--- src/rtl/serial_frame_pkg.sv ---
// Shared definitions for the serial frame receiver and the future transmitter:
// FSM state encoding and default frame format.
package serial_frame_pkg;

  localparam logic [1:0] IDLE   = 2'd0;
  localparam logic [1:0] DATA   = 2'd1;
  localparam logic [1:0] PARITY = 2'd2;
  localparam logic [1:0] STOP   = 2'd3;

  localparam int DEF_DATA_W    = 8;
  localparam int DEF_PARITY_EN = 1;
  localparam int DEF_STOP_BITS = 1;

endpackage

--- src/rtl/serial_frame_rx_hold_reg.sv ---
// One-entry holding register between the frame receiver and a word consumer.
// A completed word loads only when the holder is empty or being drained this edge.
module rx_hold_reg #(
  parameter int DATA_W = 8
) (
  input  logic              clk,
  input  logic              rstn,
  input  logic              load,
  input  logic [DATA_W-1:0] load_data,
  input  logic              data_ready,
  output logic [DATA_W-1:0] data_out,
  output logic              data_valid,
  output logic              overrun
);

  logic [DATA_W-1:0] data_q, data_d;
  logic              valid_q, valid_d;
  logic              overrun_q, overrun_d;
  logic              consume;

  assign consume = valid_q & data_ready;

  always_comb begin
    data_d    = data_q;
    valid_d   = valid_q;
    overrun_d = 1'b0;
    if (load) begin
      if (!valid_q || consume) begin
        data_d  = load_data;
        valid_d = 1'b1;
      end else begin
        // holder still owned by the consumer: keep the old word, drop the new one
        overrun_d = 1'b1;
      end
    end else if (consume) begin
      valid_d = 1'b0;
    end
  end

  always_ff @(posedge clk or negedge rstn) begin
    if (!rstn) begin
      data_q    <= '0;
      valid_q   <= 1'b0;
      overrun_q <= 1'b0;
    end else begin
      data_q    <= data_d;
      valid_q   <= valid_d;
      overrun_q <= overrun_d;
    end
  end

  assign data_out   = data_q;
  assign data_valid = valid_q;
  assign overrun    = overrun_q;

endmodule

--- src/rtl/serial_frame_rx.sv ---
// Framed serial receiver: start bit, DATA_W data bits LSB first, optional even
// parity, STOP_BITS stop bits; good words go to a valid/ready holding register.
module serial_frame_rx
  import serial_frame_pkg::*;
#(
  parameter int DATA_W    = DEF_DATA_W,
  parameter int PARITY_EN = DEF_PARITY_EN,
  parameter int STOP_BITS = DEF_STOP_BITS
) (
  input  logic              clk,
  input  logic              rstn,
  input  logic              bit_en,
  input  logic              sdi,
  output logic [DATA_W-1:0] data_out,
  output logic              data_valid,
  input  logic              data_ready,
  output logic              parity_err,
  output logic              frame_err,
  output logic              overrun,
  output logic              busy
);

  localparam int              CNT_W     = $clog2(DATA_W + 1);
  localparam logic [CNT_W-1:0] LAST_BIT = CNT_W'(DATA_W - 1);
  localparam logic             STOP_LAST = 1'(STOP_BITS - 1);

  logic [1:0]        state_q, state_d;
  logic [CNT_W-1:0]  bit_cnt_q, bit_cnt_d;
  logic [DATA_W-1:0] shift_q, shift_d;
  logic              stop_cnt_q, stop_cnt_d;
  logic              stop_bad_q, stop_bad_d;
  logic              par_bad_q, par_bad_d;
  logic              parity_err_q, parity_err_d;
  logic              frame_err_q, frame_err_d;
  logic              word_done;
  logic              last_data, last_stop, stop_bad_now;

  assign last_data    = (bit_cnt_q == LAST_BIT);
  assign last_stop    = (stop_cnt_q == STOP_LAST);
  assign stop_bad_now = stop_bad_q | ~sdi;

  always_ff @(posedge clk or negedge rstn) begin
    if (!rstn) state_q <= IDLE;
    else       state_q <= state_d;
  end

  always_comb begin
    state_d = state_q;
    if (bit_en) begin
      case (state_q)
        IDLE:    if (!sdi) state_d = DATA;
        DATA:    if (last_data) state_d = (PARITY_EN != 0) ? PARITY : STOP;
        PARITY:  state_d = STOP;
        STOP:    if (last_stop) state_d = IDLE;
        default: state_d = IDLE;
      endcase
    end
  end

  // Shift register, bit/stop counters and accumulated check results
  always_comb begin
    bit_cnt_d  = bit_cnt_q;
    shift_d    = shift_q;
    stop_cnt_d = stop_cnt_q;
    stop_bad_d = stop_bad_q;
    par_bad_d  = par_bad_q;
    if (bit_en) begin
      case (state_q)
        IDLE: if (!sdi) begin
          bit_cnt_d = '0;
          shift_d   = '0;
          par_bad_d = 1'b0;
        end
        DATA: begin
          // right shift lands the first-received bit in the LSB after DATA_W bits
          shift_d   = {sdi, shift_q[DATA_W-1:1]};
          bit_cnt_d = bit_cnt_q + CNT_W'(1);
          if (last_data) begin
            stop_cnt_d = 1'b0;
            stop_bad_d = 1'b0;
          end
        end
        PARITY: par_bad_d = (^shift_q) ^ sdi;
        STOP: if (!last_stop) begin
          stop_cnt_d = 1'b1;
          stop_bad_d = stop_bad_now;
        end
        default: ;
      endcase
    end
  end

  always_comb begin
    busy         = (state_q != IDLE);
    frame_err_d  = 1'b0;
    parity_err_d = 1'b0;
    word_done    = 1'b0;
    if (bit_en && state_q == STOP && last_stop) begin
      frame_err_d  = stop_bad_now;
      parity_err_d = ~stop_bad_now & par_bad_q;
      word_done    = ~stop_bad_now & ~par_bad_q;
    end
  end

  always_ff @(posedge clk or negedge rstn) begin
    if (!rstn) begin
      bit_cnt_q    <= '0;
      shift_q      <= '0;
      stop_cnt_q   <= 1'b0;
      stop_bad_q   <= 1'b0;
      par_bad_q    <= 1'b0;
      parity_err_q <= 1'b0;
      frame_err_q  <= 1'b0;
    end else begin
      bit_cnt_q    <= bit_cnt_d;
      shift_q      <= shift_d;
      stop_cnt_q   <= stop_cnt_d;
      stop_bad_q   <= stop_bad_d;
      par_bad_q    <= par_bad_d;
      parity_err_q <= parity_err_d;
      frame_err_q  <= frame_err_d;
    end
  end

  assign parity_err = parity_err_q;
  assign frame_err  = frame_err_q;

  rx_hold_reg #(
    .DATA_W(DATA_W)
  ) u_hold (
    .clk       (clk),
    .rstn      (rstn),
    .load      (word_done),
    .load_data (shift_q),
    .data_ready(data_ready),
    .data_out  (data_out),
    .data_valid(data_valid),
    .overrun   (overrun)
  );

endmodule

--- config.mk ---
export PLATFORM = sky130hd
export DESIGN_NAME = serial_frame_rx
export DESIGN_NICKNAME = d
export VERILOG_FILES = /design/src/rtl/serial_frame_pkg.sv /design/src/rtl/serial_frame_rx_hold_reg.sv /design/src/rtl/serial_frame_rx.sv
export SDC_FILE = /design/constraint.sdc
export NUM_CORES = 1
export LEC_CHECK = 0
export BUFFER_PORTS_ARGS = -buffer_cell sky130_fd_sc_hd__buf_4
export CAP_MARGIN = 25
export CELL_PAD_IN_SITES_DETAIL_PLACEMENT = 0
export CELL_PAD_IN_SITES_GLOBAL_PLACEMENT = 1
export CORE_MARGIN = 10
export CORE_UTILIZATION = 43
export CTS_BUF_LIST = sky130_fd_sc_hd__clkbuf_4 sky130_fd_sc_hd__clkbuf_8
export CTS_CLUSTER_DIAMETER = 80
export CTS_CLUSTER_SIZE = 16
export DETAILED_ROUTE_END_ITERATION = 10
export PLACE_DENSITY_LB_ADDON = 0.25
export SETUP_SLACK_MARGIN = 0.4
export SYNTH_ARGS = -nofsm -noshare
export SYNTH_HDL_FRONTEND = slang
export SYNTH_HIERARCHICAL = 1
export SYNTH_SLANG_ARGS = --single-unit
export TNS_END_PERCENT = 5
--- constraint.sdc ---
create_clock -name clk -period 1.5 [get_ports clk]
set_input_delay 0.375 -clock clk [delete_from_list [all_inputs] [get_ports clk]]
set_output_delay 0.375 -clock clk [all_outputs]
set_load 0.02 [all_outputs]
==> results.sh <==
export IMPL_hold_viol_final=0
export IMPL_endpoint_kind="primary output"
export IMPL_antenna_diode_count=0
export IMPL_period_share=1.047
export IMPL_htreeDepth=1
export IMPL_ys_ff_latch=28
export IMPL_fillers=234
export IMPL_max_slew_margin=0.7573
export IMPL_pwr_share_clk=0.083
export IMPL_antenna_found_initial=0
export IMPL_cts_buffer_depth=2
export IMPL_cts_sinks=28
export IMPL_start_kind="register"
export IMPL_post_route_min_period_ps=1571
export IMPL_required_ps=1120
export IMPL_fin_ws_ps=-71.12
export IMPL_gr_usage_all_layers=0.1088
export IMPL_ant_nets=0
export IMPL_path_class="reg2out"
export IMPL_final_common_cell="dfrtp_1"
export IMPL_clk_transition_reported_paths_ps=140
export IMPL_drive_gt1_frac=0.5170
export IMPL_layout_common_cells="dfrtp_1 (28), buf_4 (23), buf_6 (16)"
export IMPL_slew_viol_final=0
export IMPL_sequentialPowerShare=0.341
export IMPL_drt_first_iter_violations=40
export IMPL_tightest_slew_ps=364.0
export IMPL_core_um2=3028
export IMPL_cts_tree="built"
export IMPL_place_hpwl_um=1967
export IMPL_syn_area_um2=1340
export IMPL_setup_viol=3
export IMPL_synth_avg_cell_area_um2=12.76
export IMPL_power_density_nw_per_um2=1921
export IMPL_grt_pass1_vias=1021
export IMPL_die_height_um=75.83
export IMPL_outcome="complete, but fails checks"
export IMPL_grt_ovfl_total=0
export IMPL_max_freq_mhz=636.5
export IMPL_rows=20
export IMPL_synth_edff_count=0
export IMPL_syn_to_final_growth_pct=40.90
export IMPL_synth_nets=116
export IMPL_syn_inst=105
export IMPL_synth_cell_types=31
export IMPL_io_buffer_count=17
export IMPL_yosysWarnings=6
export IMPL_power_frac_comb=0.576
export IMPL_crit_fanout=2
export IMPL_hold_path_class="in2reg"
export IMPL_violations="negative setup slack"
export IMPL_die_w_um=75.83
export IMPL_ys_flop_type="dfrtp_1"
export IMPL_peakVddDrop_uv=1047
export IMPL_via_per_inst=5.005
export IMPL_place_gp_congestion=0.8063
export IMPL_cap_violations=0
export IMPL_grt_max_degree=29
export IMPL_first_pass_iters=4
export IMPL_switching_share=0.3663
export IMPL_ios=18
export IMPL_finClkSkew_ps=2.267
export IMPL_final_cells=191
export IMPL_grt_pass1_wl_um=4795
export IMPL_drc=0
export IMPL_vias=956
export IMPL_async_flop_share=1.000
export IMPL_start_util=0.4426
export IMPL_wl_per_cell_um=14.58
export IMPL_hold_slack_ps=319.1
export IMPL_layout_nets=160
export IMPL_crit_arrival_ps=1200
export IMPL_intPower_uw=2298
export IMPL_wl_um=2784
export IMPL_p_switching_uw=1328
export IMPL_dp_cells=182
export IMPL_root_buffer="clkbuf_4"
export IMPL_yosysSeqAreaShare=0.5229
export IMPL_pre_cts_ws_ps=-72.96
export IMPL_p_leak_uw=0.0009266
export IMPL_clk_latency_ps=320
export IMPL_rsz0062_at_grt="true"
export IMPL_die_area_um2=5749
export IMPL_cts_made_buffers=3
routing by layer:
layer  global-route usage  up-vias  share of wire
li1                     -      457              -
met3              0.02214        2          0.036
met2               0.1925       12           0.54
met5                    0        -              0
met4              0.03505        0         0.0047
met1               0.1279      485           0.42
what timing repair did:
action,CTS,global route
setup endpoints to repair,39,39
cloned,0,0
setup buffers,5,0
pin swaps,10,7
resized for setup,32,5
hold buffers,1,0
hold endpoints to repair,28,0
worst paths after layout:
| check | slack (ps) | cells after the start | start | endpoint |
|---|---|---|---|---|
| min reg2reg | 540 | 1 | stop_bad_q | stop_bad_q |
| max in group asynchronous | 740 | 2 | rstn | bit_cnt_q[3] |
| min | 320 | 3 | bit_en | frame_err |
| min in group asynchronous | 490 | 2 | rstn | u_hold/data_valid |
| max | -70 | 5 | state_q[0] | busy |
| max reg2reg | -20 | 7 | state_q[0] | par_bad_q |
cell families after synthesis:
| kind of cell | Yosys count | synth area share |
|---|---|---|
| buffers and inverters | 9 | 0.03081 |
| AO/OA/AOI/OAI | 23 | 0.1289 |
| flip-flops | 28 | 0.5229 |
| adder cells (fa/ha/maj) | 6 | 0.05602 |
| multiplexers | 11 | 0.1139 |
| XOR/XNOR | 7 | 0.06163 |
| AND/OR/NAND/NOR | 21 | 0.08591 |
worst max-delay path, stage by stage (launching register included):
cell,delay (ps)
dfrtp_1,420
inv_2,90
ha_4,140
buf_6,90
inv_2,30
buf_6,110
power by group through the flow:
| stage | Combinational [uW] | Sequential (uW) | Clock (uW) |
|---|---|---|---|
| after floorplan | 940 | 1330 | 0 |
| after global placement | 1630 | 1230 | 0 |
| after detailed placement | 1670 | 1240 | 0 |
| after CTS | 2070 | 1240 | 316 |
| after global routing | 2260 | 1280 | 348 |
| final | 2090 | 1240 | 301 |
final cells by class:
type / count / area, um2 / area share
Tap cell: 44 / 55.05 / 0.02916
Timing Repair Buffer: 40 / 362.8 / 0.1922
Clock buffer: 3 / 22.52 / 0.01193
Multi-Input combinational cell: 68 / 716.9 / 0.3797
Inverter: 8 / 30.03 / 0.01590
Sequential cell: 28 / 700.7 / 0.3711
per-stage QoR:
step                  util  area (um2)  TNS, ps  power [uW]
global placement    0.5504        1667   -376.4        2860
detailed placement  0.5504        1667   -590.1        2916
floorplan                -        1368        0        2271
CTS                 0.6190        1874   -63.77        3616
finish              0.6236        1888   -94.05        3626
global route        0.6236        1888   -609.6        3887
synthesized netlist by cell type (2+ instances only):
cell type  instances  area share
dfrtp_1           28        0.52
a22o_1             9       0.059
inv_1              8       0.022
mux2_4             8       0.090
nor2_1             7       0.020
ha_1               6       0.056
nand2_1            5       0.014
xnor2_1            4       0.026
nand3_1            3       0.011
o21ai_0            3       0.011
o21ai_1            3       0.011
a21oi_1            2      0.0075
registers in the layout, summed over array words and instances (netlist names):
signal             count
bit_cnt_q              4
state_q                2
u_hold/overrun         1
stop_bad_q             1
parity_err             1
frame_err              1
par_bad_q              1
u_hold/data_out        8
u_hold/data_valid      1
shift_q                8
Note: power is estimated with default switching activity, not from simulation.
